===== config.mk =====
export PLATFORM = sky130hd
export DESIGN_NAME = idli_srf_m
export DESIGN_NICKNAME = d
export VERILOG_FILES = /design/src/rtl/idli_pkg.sv /design/src/rtl/idli_srf_ctl_m.sv /design/src/rtl/idli_srf_m.sv
export SDC_FILE = /design/constraint.sdc
export NUM_CORES = 1
export LEC_CHECK = 0
export ABC_AREA = 1
export ABC_CLOCK_PERIOD_IN_PS = 7100
export CAP_MARGIN = 20
export CELL_PAD_IN_SITES_DETAIL_PLACEMENT = 0
export CELL_PAD_IN_SITES_GLOBAL_PLACEMENT = 1
export CORE_AREA = 5 5 127 129
export DETAILED_ROUTE_END_ITERATION = 10
export DIE_AREA = 0 0 132 134
export DONT_BUFFER_PORTS = 1
export GPL_ROUTABILITY_DRIVEN = 0
export PLACE_DENSITY_LB_ADDON = 0.1
export SYNTH_ARGS = -nofsm -noshare
export SYNTH_HDL_FRONTEND = slang
export SYNTH_SLANG_ARGS = --single-unit

===== constraint.sdc =====
create_clock -name i_srf_gck -period 7.1 [get_ports i_srf_gck]
set_input_delay 1.775 -clock i_srf_gck [delete_from_list [all_inputs] [get_ports i_srf_gck]]
set_output_delay 1.775 -clock i_srf_gck [all_outputs]
set_load 0.05 [all_outputs]

===== src/rtl/idli_pkg.sv =====
// Shared types and default sizes for the serial register file.
package idli_pkg;

  typedef enum logic {
    SRF_IDLE = 1'b0,
    SRF_RUN  = 1'b1
  } srf_state_t;

  localparam int SRF_NUM_REGS = 8;
  localparam int SRF_WIDTH    = 16;

endpackage


===== src/rtl/idli_srf_ctl_m.sv =====
// Serial register file control: transaction FSM, bit counter and the
// per-transaction index / write-enable latches. Start is honoured when idle
// or on the done cycle, so transactions can run back-to-back with no bubble.
module idli_srf_ctl_m
  import idli_pkg::*;
#(
  parameter int NUM_REGS = SRF_NUM_REGS,
  parameter int WIDTH    = SRF_WIDTH,
  localparam int IW      = $clog2(NUM_REGS),
  localparam int BW      = $clog2(WIDTH)
) (
  input  logic          i_gck,
  input  logic          i_rst,
  input  logic          i_start,
  input  logic [IW-1:0] i_p,
  input  logic [IW-1:0] i_q,
  input  logic          i_wr_en,
  output srf_state_t    o_state,
  output logic [IW-1:0] o_p,
  output logic [IW-1:0] o_q,
  output logic          o_wr_en,
  output logic          o_busy,
  output logic          o_done,
  output logic [BW-1:0] o_bit
);

  srf_state_t    r_state;
  srf_state_t    w_state_nxt;
  logic [BW-1:0] r_bit;
  logic [BW-1:0] w_bit_nxt;
  logic [IW-1:0] r_p;
  logic [IW-1:0] w_p_nxt;
  logic [IW-1:0] r_q;
  logic [IW-1:0] w_q_nxt;
  logic          r_wr_en;
  logic          w_wr_en_nxt;
  logic          w_last;

  assign w_last = (r_bit == BW'(WIDTH - 1));

  // State, counter and latched transaction fields.
  always_ff @(posedge i_gck or posedge i_rst) begin
    if (i_rst) begin
      r_state <= SRF_IDLE;
      r_bit   <= '0;
      r_p     <= '0;
      r_q     <= '0;
      r_wr_en <= 1'b0;
    end else begin
      r_state <= w_state_nxt;
      r_bit   <= w_bit_nxt;
      r_p     <= w_p_nxt;
      r_q     <= w_q_nxt;
      r_wr_en <= w_wr_en_nxt;
    end
  end

  // Next-state: launch on start, count bits, relaunch or stop at the last bit.
  always_comb begin
    w_state_nxt = r_state;
    w_bit_nxt   = r_bit;
    w_p_nxt     = r_p;
    w_q_nxt     = r_q;
    w_wr_en_nxt = r_wr_en;
    case (r_state)
      SRF_IDLE: begin
        if (i_start) begin
          w_state_nxt = SRF_RUN;
          w_bit_nxt   = '0;
          w_p_nxt     = i_p;
          w_q_nxt     = i_q;
          w_wr_en_nxt = i_wr_en;
        end
      end
      SRF_RUN: begin
        if (w_last) begin
          w_bit_nxt = '0;
          if (i_start) begin
            w_p_nxt     = i_p;
            w_q_nxt     = i_q;
            w_wr_en_nxt = i_wr_en;
          end else begin
            w_state_nxt = SRF_IDLE;
          end
        end else begin
          w_bit_nxt = r_bit + BW'(1);
        end
      end
      default: begin
        w_state_nxt = SRF_IDLE;
        w_bit_nxt   = '0;
      end
    endcase
  end

  assign o_state = r_state;
  assign o_p     = r_p;
  assign o_q     = r_q;
  assign o_wr_en = r_wr_en;
  assign o_busy  = (r_state == SRF_RUN);
  assign o_done  = (r_state == SRF_RUN) && w_last;
  assign o_bit   = r_bit;

endmodule


===== src/rtl/idli_srf_m.sv =====
// Bit-serial register file: NUM_REGS-1 writable registers plus a constant
// register at the top index, streamed LSB-first one bit per cycle.
// Optional build macro IDLI_SRF_FWD_EN: forwards the incoming write bit onto
// the P read port when P and Q name the same writable register.
module idli_srf_m
  import idli_pkg::*;
#(
  parameter int               NUM_REGS  = SRF_NUM_REGS,
  parameter int               WIDTH     = SRF_WIDTH,
  parameter logic [WIDTH-1:0] CONST_VAL = WIDTH'(16'hFFFF),
  localparam int              IW        = $clog2(NUM_REGS),
  localparam int              BW        = $clog2(WIDTH)
) (
  input  logic          i_srf_gck,
  input  logic          i_srf_rst,
  input  logic          i_srf_start,
  input  logic [IW-1:0] i_srf_p,
  input  logic [IW-1:0] i_srf_q,
  input  logic          i_srf_q_wr_en,
  input  logic          i_srf_q_data,
  output logic          o_srf_p_data,
  output logic          o_srf_q_data,
  output logic          o_srf_busy,
  output logic          o_srf_done,
  output logic [BW-1:0] o_srf_bit
);

  srf_state_t    w_state;
  logic [IW-1:0] w_p;
  logic [IW-1:0] w_q;
  logic          w_wr_en;
  logic [BW-1:0] w_bit;
  logic          w_run;
  logic          w_p_store;
  logic          w_q_store;
  logic          w_q_wr_ok;

  logic [WIDTH-1:0] r_regs [NUM_REGS-1];

  idli_srf_ctl_m #(
    .NUM_REGS (NUM_REGS),
    .WIDTH    (WIDTH)
  ) u_ctl (
    .i_gck   (i_srf_gck),
    .i_rst   (i_srf_rst),
    .i_start (i_srf_start),
    .i_p     (i_srf_p),
    .i_q     (i_srf_q),
    .i_wr_en (i_srf_q_wr_en),
    .o_state (w_state),
    .o_p     (w_p),
    .o_q     (w_q),
    .o_wr_en (w_wr_en),
    .o_busy  (o_srf_busy),
    .o_done  (o_srf_done),
    .o_bit   (w_bit)
  );

  assign w_run     = (w_state == SRF_RUN);
  assign o_srf_bit = w_bit;

  // A write only lands on a writable index; the constant and any
  // out-of-range index silently drop it.
  assign w_q_wr_ok = w_run && w_wr_en && (int'(w_q) < NUM_REGS - 1);

  // Stored-bit read muxes for both ports, including the constant register.
  always_comb begin
    w_p_store = 1'b0;
    w_q_store = 1'b0;
    if (int'(w_p) == NUM_REGS - 1) begin
      w_p_store = CONST_VAL[w_bit];
    end else if (int'(w_p) < NUM_REGS - 1) begin
      w_p_store = r_regs[w_p][w_bit];
    end
    if (int'(w_q) == NUM_REGS - 1) begin
      w_q_store = CONST_VAL[w_bit];
    end else if (int'(w_q) < NUM_REGS - 1) begin
      w_q_store = r_regs[w_q][w_bit];
    end
  end

  // Register storage: one bit written per cycle; reset discards partial writes.
  always_ff @(posedge i_srf_gck or posedge i_srf_rst) begin
    if (i_srf_rst) begin
      for (int i = 0; i < NUM_REGS - 1; i++) begin
        r_regs[i] <= '0;
      end
    end else if (w_q_wr_ok) begin
      r_regs[w_q][w_bit] <= i_srf_q_data;
    end
  end

  // Q always shows the pre-write bit; data outputs are quiet outside RUN.
  assign o_srf_q_data = w_run & w_q_store;

`ifdef IDLI_SRF_FWD_EN
  assign o_srf_p_data = w_run & ((w_q_wr_ok && (w_p == w_q)) ? i_srf_q_data : w_p_store);
`else
  assign o_srf_p_data = w_run & w_p_store;
`endif

endmodule


==> results of run 1 <==
## where the power goes
group	internal (uW)	leakage [uW]	switching, uW	total (uW)
clock	596	0.000299	316	912
combinational	497	0.00223	1270	1770
sequential	893	0.00115	264	1160
## final timing paths
kind	startpoint	end	slack, ns	depth (start not counted)
worst min-delay path	r_regs[47]	r_regs[47]	0.49	2
worst max register to register	u_ctl.o_bit[1]	u_ctl.o_wr_en	4.13	7
worst min register to register	r_regs[47]	r_regs[47]	0.49	2
worst max-delay path	u_ctl.o_p[1]	o_srf_p_data	0.96	13
max in group asynchronous	i_srf_rst	r_regs[79]	4.38	2
min in group asynchronous	i_srf_rst	r_regs[84]	1.33	1
## final cells by class
type                            instances  area [um^2]  area share, %
Multi-Input combinational cell        756         3640           45.5
Sequential cell                       124         3100           38.8
Clock buffer                           25          505           6.32
Inverter                               79          299           3.74
Tap cell                              188          235           2.94
Clock inverter                          6          108           1.35
Timing Repair Buffer                   14          105           1.31
## layout by cell type (no fill, tap or decap), types with 2 or more instances in the layout
cell type / n
o22ai_1: 4
bufinv_16: 3
nor2_1: 71
mux2_1: 2
nand4_1: 25
nand3_2: 3
dfrtp_1: 124
inv_2: 5
nand3_1: 67
inv_1: 71
o21ai_1: 3
nor2_2: 6
a31oi_1: 100
clkinv_2: 2
nor2_4: 3
nand2_1: 283
a21oi_1: 119
clkbuf_8: 5
o211ai_1: 10
clkinv_1: 2
o21ai_0: 51
clkbuf_1: 3
ha_1: 4
buf_4: 14
clkbuf_16: 17
## logic make-up after synthesis
logic type / Yosys count
muxes: 3
buffers and inverters: 162
adders and majority gates: 4
DFF: 124
AOI/OAI and AO/OA: 287
and+or+nand+nor: 461
xor gates and xnor gates: 1
## critical path, cell delays in order, from the launching register on
cell and delay, ns:
dfrtp_1 0.78, inv_1 0.64, nor2_2 0.75, buf_4 0.34, nand2_1 0.07, nand2_1 0.06
a21oi_1 0.07, nand2_1 0.08, nand3_1 0.07, nand3_1 0.12, nand2_1 0.07, nand3_1 0.14
nor2_1 0.08, nor2_1 0.67
## state kept, by name (all words and copies together) (netlist names)
signal,flops
u_ctl.o_busy,1
r_regs,112
u_ctl.o_wr_en,1
u_ctl.o_bit,4
u_ctl.o_p,3
u_ctl.o_q,3
## stage by stage
step           area, um^2  hold slack, ns  utilization [%]  setup WS, ns
2_1_floorplan        7440           0.453                -          2.03
3_3_place_gp         7380           0.469             49.5          1.70
3_5_place_dp         7380           0.482             49.5          1.56
4_1_cts              7990           0.494             53.6          1.12
5_1_grt              7990           0.518             53.6         0.770
6_report             7990           0.494             53.6         0.956
## layer usage
layer | global-route usage, % | vias to the layer above | wire length [um]
met1 | 41.4 | 3495 | 11300
li1 | - | 3435 | -
met5 | 0 | - | 0
met2 | 42.8 | 334 | 11000
met3 | 5.51 | 40 | 1950
met4 | 7.54 | 0 | 437
==> results.json, run 1 <==
{
  "cp.arrival_ns": 4.37,
  "p_leak_uw": 0.00367,
  "via_per_inst": 6.13,
  "yosysSeqAreaShare_pct": 41.7,
  "portBuffers": 0,
  "first_iter_violations": 874,
  "wl_per_cell_um": 20.7,
  "rsz0062_at_grt": "no",
  "cts_buffers": 17,
  "slew_headroom_pct": 33.3,
  "yosysUniqueCellTypes": 28,
  "post_cts_buffers": 0,
  "crit_path_start_kind": "flip-flop",
  "stdcell_count": 1192,
  "tns_ns": 0,
  "grt_start_max_net_pins": 71,
  "yosysWarnings": 0,
  "clk_path_buf_depth": 2,
  "clock_sinks": 124,
  "async_flop_share_pct": 100,
  "ir_drop_mv": 0.297,
  "syn_inst": 1042,
  "grt_usage_pct": 28.2,
  "die_height_um": 134,
  "synth_compound_area_share_pct": 21.4,
  "total_power_uw": 3840,
  "ys.flop_type": "dfrtp_1",
  "syn_avg_cell_area_um2": 7.14,
  "ioPinCount": 19,
  "path_class": "reg -> out",
  "synth_common_cells": "nand2_1, dfrtp_1, a21oi_1",
  "synth_fp_nets": 1057,
  "finalHoldViolCount": 0,
  "first_global_vias": 6697,
  "cp-end-kind": "output port",
  "hold_class": "reg -> reg",
  "skew_ns": 0.00608,
  "syn-cell-area_um2": 7440,
  "synth_top_family_by_area": "simple AND/OR/NAND/NOR gates",
  "fp.dieW_um": 132,
  "critPathMaxFanout": 23,
  "netlist.area_leader.share_pct": 41.7,
  "synth_edf_count": 0,
  "synthMuxAreaShare_pct": 0.454,
  "ctsResizeCount": 0,
  "die_area_um2": 17700,
  "cts_tree": "done",
  "drive_gt1_share_pct": 6.27,
  "setup_viol": 0,
  "initial_utilization_pct": 49.9,
  "numPlacedInstances": 1161,
  "synth_simple_gate_area_share_pct": 26.2,
  "root_buffer": "clkbuf_16",
  "antenna_found_initial": 0,
  "status": "finished, final reports clean",
  "area_delta_synth_final_pct": 7.43,
  "core_um2": 14900,
  "hold_buffers": 0,
  "crit_required_ns": 5.33,
  "grt_overflow_total": 0,
  "dpl.hpwl_mm": 15.5,
  "finalNetCount": 1007,
  "worst_slew_pin_slew_ns": 0.997,
  "synthXorXnorAreaFrac_pct": 0.118,
  "grt_pass1_wl_mm": 39.4,
  "p_per_area_nw_per_um2": 480,
  "post-route-period-util_pct": 86.5,
  "htree_levels": 4,
  "ys_seq_elements": 124,
  "synth_area_leaders": "dfrtp_1, nand2_1, a31oi_1",
  "fillers": 1495,
  "wl_mm": 24.7,
  "fmax_mhz": 163,
  "slew_viol_final": 0,
  "drc": 0,
  "via_count": 7304,
  "cts.reportedPaths.clkPinSlew_ns": 0.06,
  "clk-insertion-delay-late_ns": 0.42,
  "yosysMostFrequentCell": "nand2_1",
  "firstDrtPassIters": 5,
  "core.rowCount": 45,
  "synthAdderAreaFrac_pct": 0.673,
  "drtAntennaViolNets": 0,
  "drv_cap": 0,
  "synth_top_cell_by_area": "dfrtp_1",
  "period_needed_ns": 6.14,
  "antennaDiodeCount": 0
}
Note: power is estimated with default switching activity, not from simulation.
==> run 2: changes to the inputs <==
ABC_CLOCK_PERIOD_IN_PS = 5820   (was 7100)
CORE_AREA = 5 5 132 134   (was 5 5 127 129)
DIE_AREA = 0 0 137 139   (was 0 0 132 134)
clock period = 5.82 ns   (was 7.1 ns; I/O delays follow)
==> run 2 against run 1 <==
  * Clock power increased by 34%
  * Sequential power increased by 21%
  * Clock-buffer cell count decreased by 5
  * First-iteration DRC count increased by 4.5%
  * Critical path depth increased by 1
  * Cell count increased by 3.4%
  * Global-route usage decreased by 0.37 points
  * Die area increased by 7.7%
  * Via count unchanged
  * Register-to-register slack got worse by 1.3 ns
  * Hold slack got worse by 0.011 ns
  * Setup slack improved by 0.28 ns
  * Critical path type unchanged
==> results.json, run 2 (synthesis gave the netlist of run 1 again) <==
{
  "wl_mm": 25.8,
  "drtAntennaViolNets": 0,
  "rsz0062_at_grt": "no",
  "drc": 0,
  "ir_drop_mv": 0.396,
  "first_iter_violations": 913,
  "dpl.hpwl_mm": 16.5,
  "wl_per_cell_um": 20.9,
  "antenna_found_initial": 0,
  "hold_buffers": 0,
  "clk-insertion-delay-late_ns": 0.43,
  "hold_class": "reg -> reg",
  "via_count": 7304,
  "final_core_util_pct": 50.4,
  "crit_required_ns": 4.37,
  "period_needed_ns": 4.58,
  "total_power_uw": 4860,
  "largest_reg_flops": 112,
  "fillers": 1636,
  "htree_levels": 4,
  "core_um2": 16200,
  "antennaDiodeCount": 0,
  "die_height_um": 139,
  "drive_gt1_share_pct": 7.31,
  "worst_slew_pin_slew_ns": 1.06,
  "finalHoldViolCount": 0,
  "area_delta_synth_final_pct": 9.59,
  "worst_slack_ns": 1.24,
  "clock_sinks": 124,
  "skew_ns": 0.0155,
  "post-route-period-util_pct": 78.7,
  "die_area_um2": 19000,
  "clk_path_buf_depth": 2,
  "tns_ns": 0,
  "slew_headroom_pct": 29.3,
  "mostFrequentLayoutCells": "nand2_1, dfrtp_1, a21oi_1",
  "place_ws_ns": 1.74,
  "via_per_inst": 5.92,
  "setup_viol": 0,
  "finalNetCount": 1015,
  "crit_path_start_kind": "flip-flop",
  "first_global_vias": 6908,
  "final_common_cell": "nand2_1",
  "portBuffers": 0,
  "cp.arrival_ns": 3.12,
  "p_per_area_nw_per_um2": 596,
  "initial_utilization_pct": 46.0,
  "cts_tree": "done",
  "post_cts_buffers": 0,
  "slew_viol_final": 0,
  "grt_pass1_wl_mm": 40.8,
  "grt_start_max_net_pins": 62,
  "critPathMaxFanout": 20,
  "grt_usage_pct": 27.8,
  "cp-end-kind": "output port",
  "root_buffer": "clkbuf_16",
  "ioPinCount": 19,
  "largest-register": "r_regs",
  "ctsResizeCount": 0,
  "drv_cap": 0,
  "cts_buffers": 17,
  "status": "finished, final reports clean",
  "p_leak_uw": 0.00374,
  "fp.dieW_um": 137,
  "grt_overflow_total": 0,
  "path_class": "reg -> out",
  "firstDrtPassIters": 5,
  "timing.hold.ws_ns": 0.483,
  "cts.reportedPaths.clkPinSlew_ns": 0.06,
  "core.rowCount": 47,
  "fmax_mhz": 218
}
## run 2: changes by cell type in the layout (fill, tap and decap cells not counted), sizes merged
cell,before,now
bufinv,3,6
clkbuf,25,20
clkinv,4,7
buf,14,22
## run 2: critical path, cell delays in order (launching register included)
cell,delay (ns)
dfrtp_1,0.74
inv_1,0.14
nor2_2,0.41
buf_4,0.35
nand2_1,0.09
nand2_1,0.07
a21oi_1,0.06
nand2_1,0.08
nand3_1,0.07
nand3_1,0.11
nand2_1,0.07
nand3_1,0.13
nor2_1,0.08
nor2_1,0.09
buf_4,0.21
## run 2: cell type report
cell class	count	area, um^2	area share [%]
clock buffer	20	457	5.60
clock inverter	12	216	2.66
inverter	79	299	3.67
multi-input combinational	756	3640	44.6
sequential	124	3100	38.1
tap	220	275	3.38
timing repair buffer	22	165	2.03
## run 2: power by group
| part | total (uW) | internal (uW) | switching (uW) |
|---|---|---|---|
| Clock | 1220 | 823 | 401 |
| Combinational | 2230 | 648 | 1580 |
| Sequential | 1400 | 1090 | 311 |
## run 2: per-layer routing
metal | wire, um | vias to the layer above | track usage (%) | share of wire (%)
li1 | - | 3459 | - | -
met3 | 1970 | 47 | 5.66 | 7.6
met1 | 11900 | 3473 | 40.9 | 46
met5 | 0 | - | 0 | 0
met4 | 721 | 0 | 10.0 | 2.8
met2 | 11200 | 325 | 40.5 | 43
## run 2: worst paths after layout
path | depth (start not counted) | slack, ns | end | startpoint
setup / recovery | 14 | 1.24 | o_srf_p_data | u_ctl.o_p[1]
hold / removal | 2 | 0.48 | r_regs[46] | r_regs[46]
setup reg to reg | 8 | 2.79 | u_ctl.o_wr_en | u_ctl.o_bit[0]
hold reg to reg | 2 | 0.48 | r_regs[46] | r_regs[46]
max in group asynchronous | 2 | 3.84 | u_ctl.o_busy | i_srf_rst
min in group asynchronous | 1 | 0.96 | r_regs[36] | i_srf_rst
## run 2: metrics by stage
step / cell area, um^2 / cells
floorplan: 7440 / 1042
global placement: 7480 / 1201
detailed placement: 7480 / 1201
CTS: 8150 / 1233
global route: 8150 / 1233
finish: 8150 / 1233
